## src/rtl/alu_arbiter.sv

```systemverilog
// alu_arbiter: round-robin arbiter sharing one ALU between NUM_REQ requesters, result held in a
// single-entry output slot tagged with the requester ID. Optional grant lock: ALU_ARB_LOCK_EN.
package alu_arbiter_pkg;
  localparam int unsigned XLEN = 32;

  typedef enum logic [3:0] {
    ALU_ADD  = 4'd0,
    ALU_SUB  = 4'd1,
    ALU_AND  = 4'd2,
    ALU_OR   = 4'd3,
    ALU_XOR  = 4'd4,
    ALU_SLL  = 4'd5,
    ALU_SRL  = 4'd6,
    ALU_SRA  = 4'd7,
    ALU_SLT  = 4'd8,
    ALU_SLTU = 4'd9
  } alu_op_e;
endpackage

module alu
  import alu_arbiter_pkg::*;
(
  input  alu_op_e         op,
  input  logic [XLEN-1:0] a,
  input  logic [XLEN-1:0] b,
  output logic [XLEN-1:0] result,
  output logic [3:0]      flags
);
  localparam int unsigned SHW = $clog2(XLEN);

  logic            is_sub;
  logic [XLEN-1:0] b_eff;
  logic [XLEN:0]   sum;
  logic            carry;
  logic            overflow;

  always_comb begin
    is_sub   = (op == ALU_SUB);
    b_eff    = is_sub ? ~b : b;
    sum      = {1'b0, a} + {1'b0, b_eff} + {{XLEN{1'b0}}, is_sub};
    carry    = 1'b0;
    overflow = 1'b0;
    result   = '0;
    case (op)
      ALU_ADD, ALU_SUB: begin
        result   = sum[XLEN-1:0];
        // SUB reports borrow (a < b unsigned), i.e. the inverted adder carry-out
        carry    = sum[XLEN] ^ is_sub;
        overflow = (a[XLEN-1] == b_eff[XLEN-1]) && (sum[XLEN-1] != a[XLEN-1]);
      end
      ALU_AND:  result = a & b;
      ALU_OR:   result = a | b;
      ALU_XOR:  result = a ^ b;
      ALU_SLL:  result = a << b[SHW-1:0];
      ALU_SRL:  result = a >> b[SHW-1:0];
      ALU_SRA:  result = $unsigned($signed(a) >>> b[SHW-1:0]);
      ALU_SLT:  result = {{(XLEN-1){1'b0}}, ($signed(a) < $signed(b))};
      ALU_SLTU: result = {{(XLEN-1){1'b0}}, (a < b)};
      default:  result = '0;
    endcase
    flags = {(result == '0), result[XLEN-1], carry, overflow};
  end
endmodule

module alu_arbiter
  import alu_arbiter_pkg::*;
#(
  parameter int unsigned NUM_REQ = 2,
  parameter int unsigned IDW     = (NUM_REQ > 1) ? $clog2(NUM_REQ) : 1
) (
  input  logic                              clk,
  input  logic                              rst,
  input  logic [NUM_REQ-1:0]                req_valid,
  output logic [NUM_REQ-1:0]                req_ready,
  input  logic [NUM_REQ*$bits(alu_op_e)-1:0] req_op,
  input  logic [NUM_REQ*XLEN-1:0]           req_a,
  input  logic [NUM_REQ*XLEN-1:0]           req_b,
  input  logic [NUM_REQ-1:0]                req_lock,
  output logic                              resp_valid,
  input  logic                              resp_ready,
  output logic [IDW-1:0]                    resp_id,
  output logic [XLEN-1:0]                   resp_result,
  output logic [3:0]                        resp_flags
);
  localparam int unsigned OPW = $bits(alu_op_e);

  logic            resp_valid_q, resp_valid_d;
  logic [IDW-1:0]  resp_id_q, resp_id_d;
  logic [XLEN-1:0] resp_result_q, resp_result_d;
  logic [3:0]      resp_flags_q, resp_flags_d;
  logic [IDW-1:0]  rr_ptr_q, rr_ptr_d;

  logic            slot_free;
  logic            grant_found;
  logic            accept;
  logic [IDW-1:0]  grant_idx;
  logic [IDW-1:0]  grant_nxt;
  logic [IDW-1:0]  cand_id;
  int unsigned     cand;

  alu_op_e         alu_op;
  logic [XLEN-1:0] alu_a;
  logic [XLEN-1:0] alu_b;
  logic [XLEN-1:0] alu_result;
  logic [3:0]      alu_flags;

`ifdef ALU_ARB_LOCK_EN
  logic            locked_q, locked_d;
  logic [IDW-1:0]  owner_q, owner_d;
`else
  logic            unused_lock;
  assign unused_lock = ^req_lock;
`endif

  always_comb begin
    grant_found = 1'b0;
    grant_idx   = '0;
    cand        = 0;
    cand_id     = '0;
    for (int unsigned k = 0; k < NUM_REQ; k++) begin
      cand = 32'(rr_ptr_q) + k;
      if (cand >= NUM_REQ) cand = cand - NUM_REQ;
      cand_id = IDW'(cand);
      if (!grant_found && req_valid[cand_id]) begin
        grant_found = 1'b1;
        grant_idx   = cand_id;
      end
    end
`ifdef ALU_ARB_LOCK_EN
    if (locked_q) begin
      grant_found = req_valid[owner_q];
      grant_idx   = owner_q;
    end
`endif

    slot_free = !resp_valid_q || resp_ready;
    accept    = grant_found && slot_free;
    req_ready = '0;
    if (accept) req_ready[grant_idx] = 1'b1;
    grant_nxt = (32'(grant_idx) == NUM_REQ - 1) ? '0 : grant_idx + 1'b1;

    alu_op = alu_op_e'(req_op[grant_idx*OPW +: OPW]);
    alu_a  = req_a[grant_idx*XLEN +: XLEN];
    alu_b  = req_b[grant_idx*XLEN +: XLEN];
  end

  alu u_alu (
    .op     (alu_op),
    .a      (alu_a),
    .b      (alu_b),
    .result (alu_result),
    .flags  (alu_flags)
  );

  always_comb begin
    resp_valid_d  = resp_valid_q;
    resp_id_d     = resp_id_q;
    resp_result_d = resp_result_q;
    resp_flags_d  = resp_flags_q;
    rr_ptr_d      = rr_ptr_q;
    if (accept) begin
      resp_valid_d  = 1'b1;
      resp_id_d     = grant_idx;
      resp_result_d = alu_result;
      resp_flags_d  = alu_flags;
      rr_ptr_d      = grant_nxt;
    end else if (resp_ready) begin
      resp_valid_d  = 1'b0;
    end
`ifdef ALU_ARB_LOCK_EN
    locked_d = locked_q;
    owner_d  = owner_q;
    if (accept) begin
      if (req_lock[grant_idx]) begin
        locked_d = 1'b1;
        owner_d  = grant_idx;
        rr_ptr_d = rr_ptr_q;
      end else begin
        locked_d = 1'b0;
      end
    end
`endif
  end

  always_ff @(posedge clk or posedge rst) begin
    if (rst) begin
      resp_valid_q  <= 1'b0;
      resp_id_q     <= '0;
      resp_result_q <= '0;
      resp_flags_q  <= '0;
      rr_ptr_q      <= '0;
    end else begin
      resp_valid_q  <= resp_valid_d;
      resp_id_q     <= resp_id_d;
      resp_result_q <= resp_result_d;
      resp_flags_q  <= resp_flags_d;
      rr_ptr_q      <= rr_ptr_d;
    end
  end

`ifdef ALU_ARB_LOCK_EN
  always_ff @(posedge clk or posedge rst) begin
    if (rst) begin
      locked_q <= 1'b0;
      owner_q  <= '0;
    end else begin
      locked_q <= locked_d;
      owner_q  <= owner_d;
    end
  end
`endif

  assign resp_valid  = resp_valid_q;
  assign resp_id     = resp_id_q;
  assign resp_result = resp_result_q;
  assign resp_flags  = resp_flags_q;
endmodule

```

## config.mk

```make
export PLATFORM = sky130hd
export DESIGN_NAME = alu_arbiter
export DESIGN_NICKNAME = d
export VERILOG_FILES = /design/src/rtl/alu_arbiter.sv
export SDC_FILE = /design/constraint.sdc
export NUM_CORES = 1
export LEC_CHECK = 0
export ABC_AREA = 1
export CAP_MARGIN = 20
export CORE_UTILIZATION = 38
export CTS_BUF_LIST = sky130_fd_sc_hd__clkbuf_16
export DETAILED_ROUTE_END_ITERATION = 16
export GPL_ROUTABILITY_DRIVEN = 0
export HOLD_SLACK_MARGIN = 0.08
export SETUP_SLACK_MARGIN = 0.02
export SYNTH_ARGS = -nofsm -noshare
export SYNTH_HDL_FRONTEND = slang
export SYNTH_SLANG_ARGS = --single-unit
```

## constraint.sdc

```tcl
create_clock -name clk -period 12.1 [get_ports clk]
set_input_delay 2.42 -clock clk [delete_from_list [all_inputs] [get_ports clk]]
set_output_delay 2.42 -clock clk [all_outputs]
set_load 0.02 [all_outputs]
```

==> run metrics <==
Mapped Cells 2053; post-route cell area 0.0132 mm2; Critical Path Fanout Max 77; WL/cell 19.1 um; n_diodes 0; CTS clock-pin slew for the worst setup and hold paths 0.06 ns; sequential cell area fraction in the yosys report 8.58%; setup TNS 0 ns; slowest stage delay, CP 0.61 ns; Die X 173 um; Die Height 173 um; total grt overflow 0; critical path's slowest cell nand2_2; row cnt 62; syn_nets 2310; CP required 12.32 ns; initial core utilization 38.6%; area delta synth->final 19.0%; top cells by area, synth nand2_1 22%, nand3_1 15%, ha_1 13%; count leader, synth nand2_1; Final period util 69.7%; Setup Fix Bufs, Post-CTS 0; Synth Cell Area 0.0111 mm2; ys async rst share 100%; CP Data Arrival Time 8.65 ns; largest net degree at the start of global routing 78; Worst Setup Start Kind input port; fin. max-slew vios 0; total power 1.44 mW; TritonCTS clock tree done; Num CTS Buffers 5; via/cell ratio 5.61; Die Area 0.0299 mm2; TritonCTS sink count 38; dpl ws 3.55 ns; Rel. slew slack 30.7%; Clock Latency Late Sink 0.28 ns; Final Hold Viols 0; most common library cells after synthesis 661 x nand2_1, 328 x nand3_1, 208 x inv_1, 168 x nor2_1, 113 x ha_1; Hold Path Class flip-flop to flip-flop; share of cells above drive strength 1 3.33%; min Tclk post-route 8.44 ns; Mean Syn Cell Area 5.40 um2; vias in the first global route 12919; IO Pins 183; total core area 0.0287 mm2; Setup WS post-layout 3.66 ns; most used cell, CP nand2_1; worst slew pin tran 1.04 ns; setup violators final 0; DRT Pass-1 Iters 7; first-pass GRT wire length 74.2 mm; maximum clock path buffer count 2; DRT antenna net count 0; unrepaired setup endpoints after global routing false; crit end category flip-flop; number of synthesized flops with an enable pin 0; DRT iter0 DRCs 1824; Netlist cell types 52; Residual DRC 0; hold_ws 0.478 ns; status finished, final reports clean; routed vias 14287; peak supply drop 0.0611 mV; Tot GR Track Use 32.0%; Yosys top cell area share 22.4%; #FFs+latches synth 38; Post-CTS Hold Fix Bufs 0; nets@finish 2420; Final HPWL DP 38.5 mm; P_leak 6.78 nW; htree depth 2; Synth area leader nand2_1; top_reg_cell synth dfrtp_1; placed cell area 0.0131 mm2; antenna violations before repair 0; maxcap violations 0; fmax 0.119 GHz; Crit Path Class input port to flip-flop; cts repair resizes 0; CTS root buffer clkbuf_16; final wirelength 48.8 mm; PortBufs 180; synthesis warning total 0; Pwr Density 109 mW/mm2; clock skew 0.00254 ns
## registers in the layout, summed over array words and instances (netlist names)
| name | flops |
|---|---|
| rr_ptr_q | 1 |
| resp_valid | 1 |
| resp_id | 1 |
| resp_result | 31 |
| resp_flags | 4 |
## placed cells by master, fill, tap and decap left out, types with 7 or more instances in the layout
| cell type | n |
|---|---|
| inv_1 | 208 |
| or2_2 | 17 |
| ha_1 | 113 |
| nor2_1 | 168 |
| nand2_2 | 8 |
| clkdlybuf4s50_1 | 180 |
| o22ai_1 | 16 |
| dfrtp_1 | 38 |
| a211oi_1 | 7 |
| a21oi_1 | 90 |
| nand3_1 | 328 |
| buf_4 | 16 |
| xor2_1 | 31 |
| nor3_1 | 15 |
| nand2_1 | 661 |
| o21ai_0 | 90 |
| nand4_1 | 12 |
| nand3b_1 | 32 |
| o211ai_1 | 7 |
| a21o_1 | 7 |
| a31oi_1 | 15 |
| inv_2 | 10 |
| o21ai_1 | 30 |
## logic make-up (layout without fill, tap and decap cells)
group	count (synthesis)	in the layout	share of synthesized area, %
and+or+nand+nor	1259	1259	49.0
buffers and inverters	312	423	11.7
DFF	38	38	8.58
AOI/OAI and AO/OA	297	297	15.3
xor gates and xnor gates	33	33	2.61
adders and majority gates	114	114	12.9
## layer usage
layer / routed length [um] / GRT usage (%) / share of wire [%] / vias to the layer above
met4: 2940 / 16.7 / 6.0 / 0
met1: 19700 / 40.8 / 40 / 6496
met3: 4230 / 5.30 / 8.7 / 132
met5: 0 / 0 / 0 / -
li1: - / - / - / 6953
met2: 21900 / 51.8 / 45 / 706
## area by class of cell
class	instances	area, um2
Fill cell	3196	15500
Multi-Input combinational cell	1703	8880
Timing Repair Buffer	196	1920
Sequential cell	38	951
Inverter	219	822
Tap cell	384	480
Clock buffer	5	125
Clock inverter	3	16.3
## critical path, delay by kind of cell
family                     cells  cell delay, ns
AOI/OAI and AO/OA              5            1.47
and+or+nand+nor               15            3.21
adders and majority gates      1            0.38
buffers and inverters          3            0.69
xor gates and xnor gates       1            0.43
## per-stage QoR
stage | cells | utilization [%]
finish | 2548 | 46.0
global route | 2548 | 46.0
CTS | 2548 | 46.0
detailed placement | 2540 | 45.5
global placement | 2540 | 45.5
floorplan | 2053 | -
## path summary, 6_finish.rpt
kind,start,endpoint,slack (ns),cells past startpoint
hold / removal,resp_result[5],resp_result[5],0.48,2
max in group asynchronous,rst,resp_result[29],9.21,3
setup reg to reg,rr_ptr_q,resp_flags[3],5.80,25
setup / recovery,req_valid[0],resp_flags[3],3.66,25
hold reg to reg,resp_result[5],resp_result[5],0.48,2
min in group asynchronous,rst,resp_result[9],2.56,3
## report_power, final
group	internal [mW]	leakage, nW	switching (mW)
Sequential	0.163	0.478	0.0217
Combinational	0.381	6.24	0.748
Clock	0.0751	0.0672	0.0497
No activity file was read; power rests on OpenSTA's default activity.
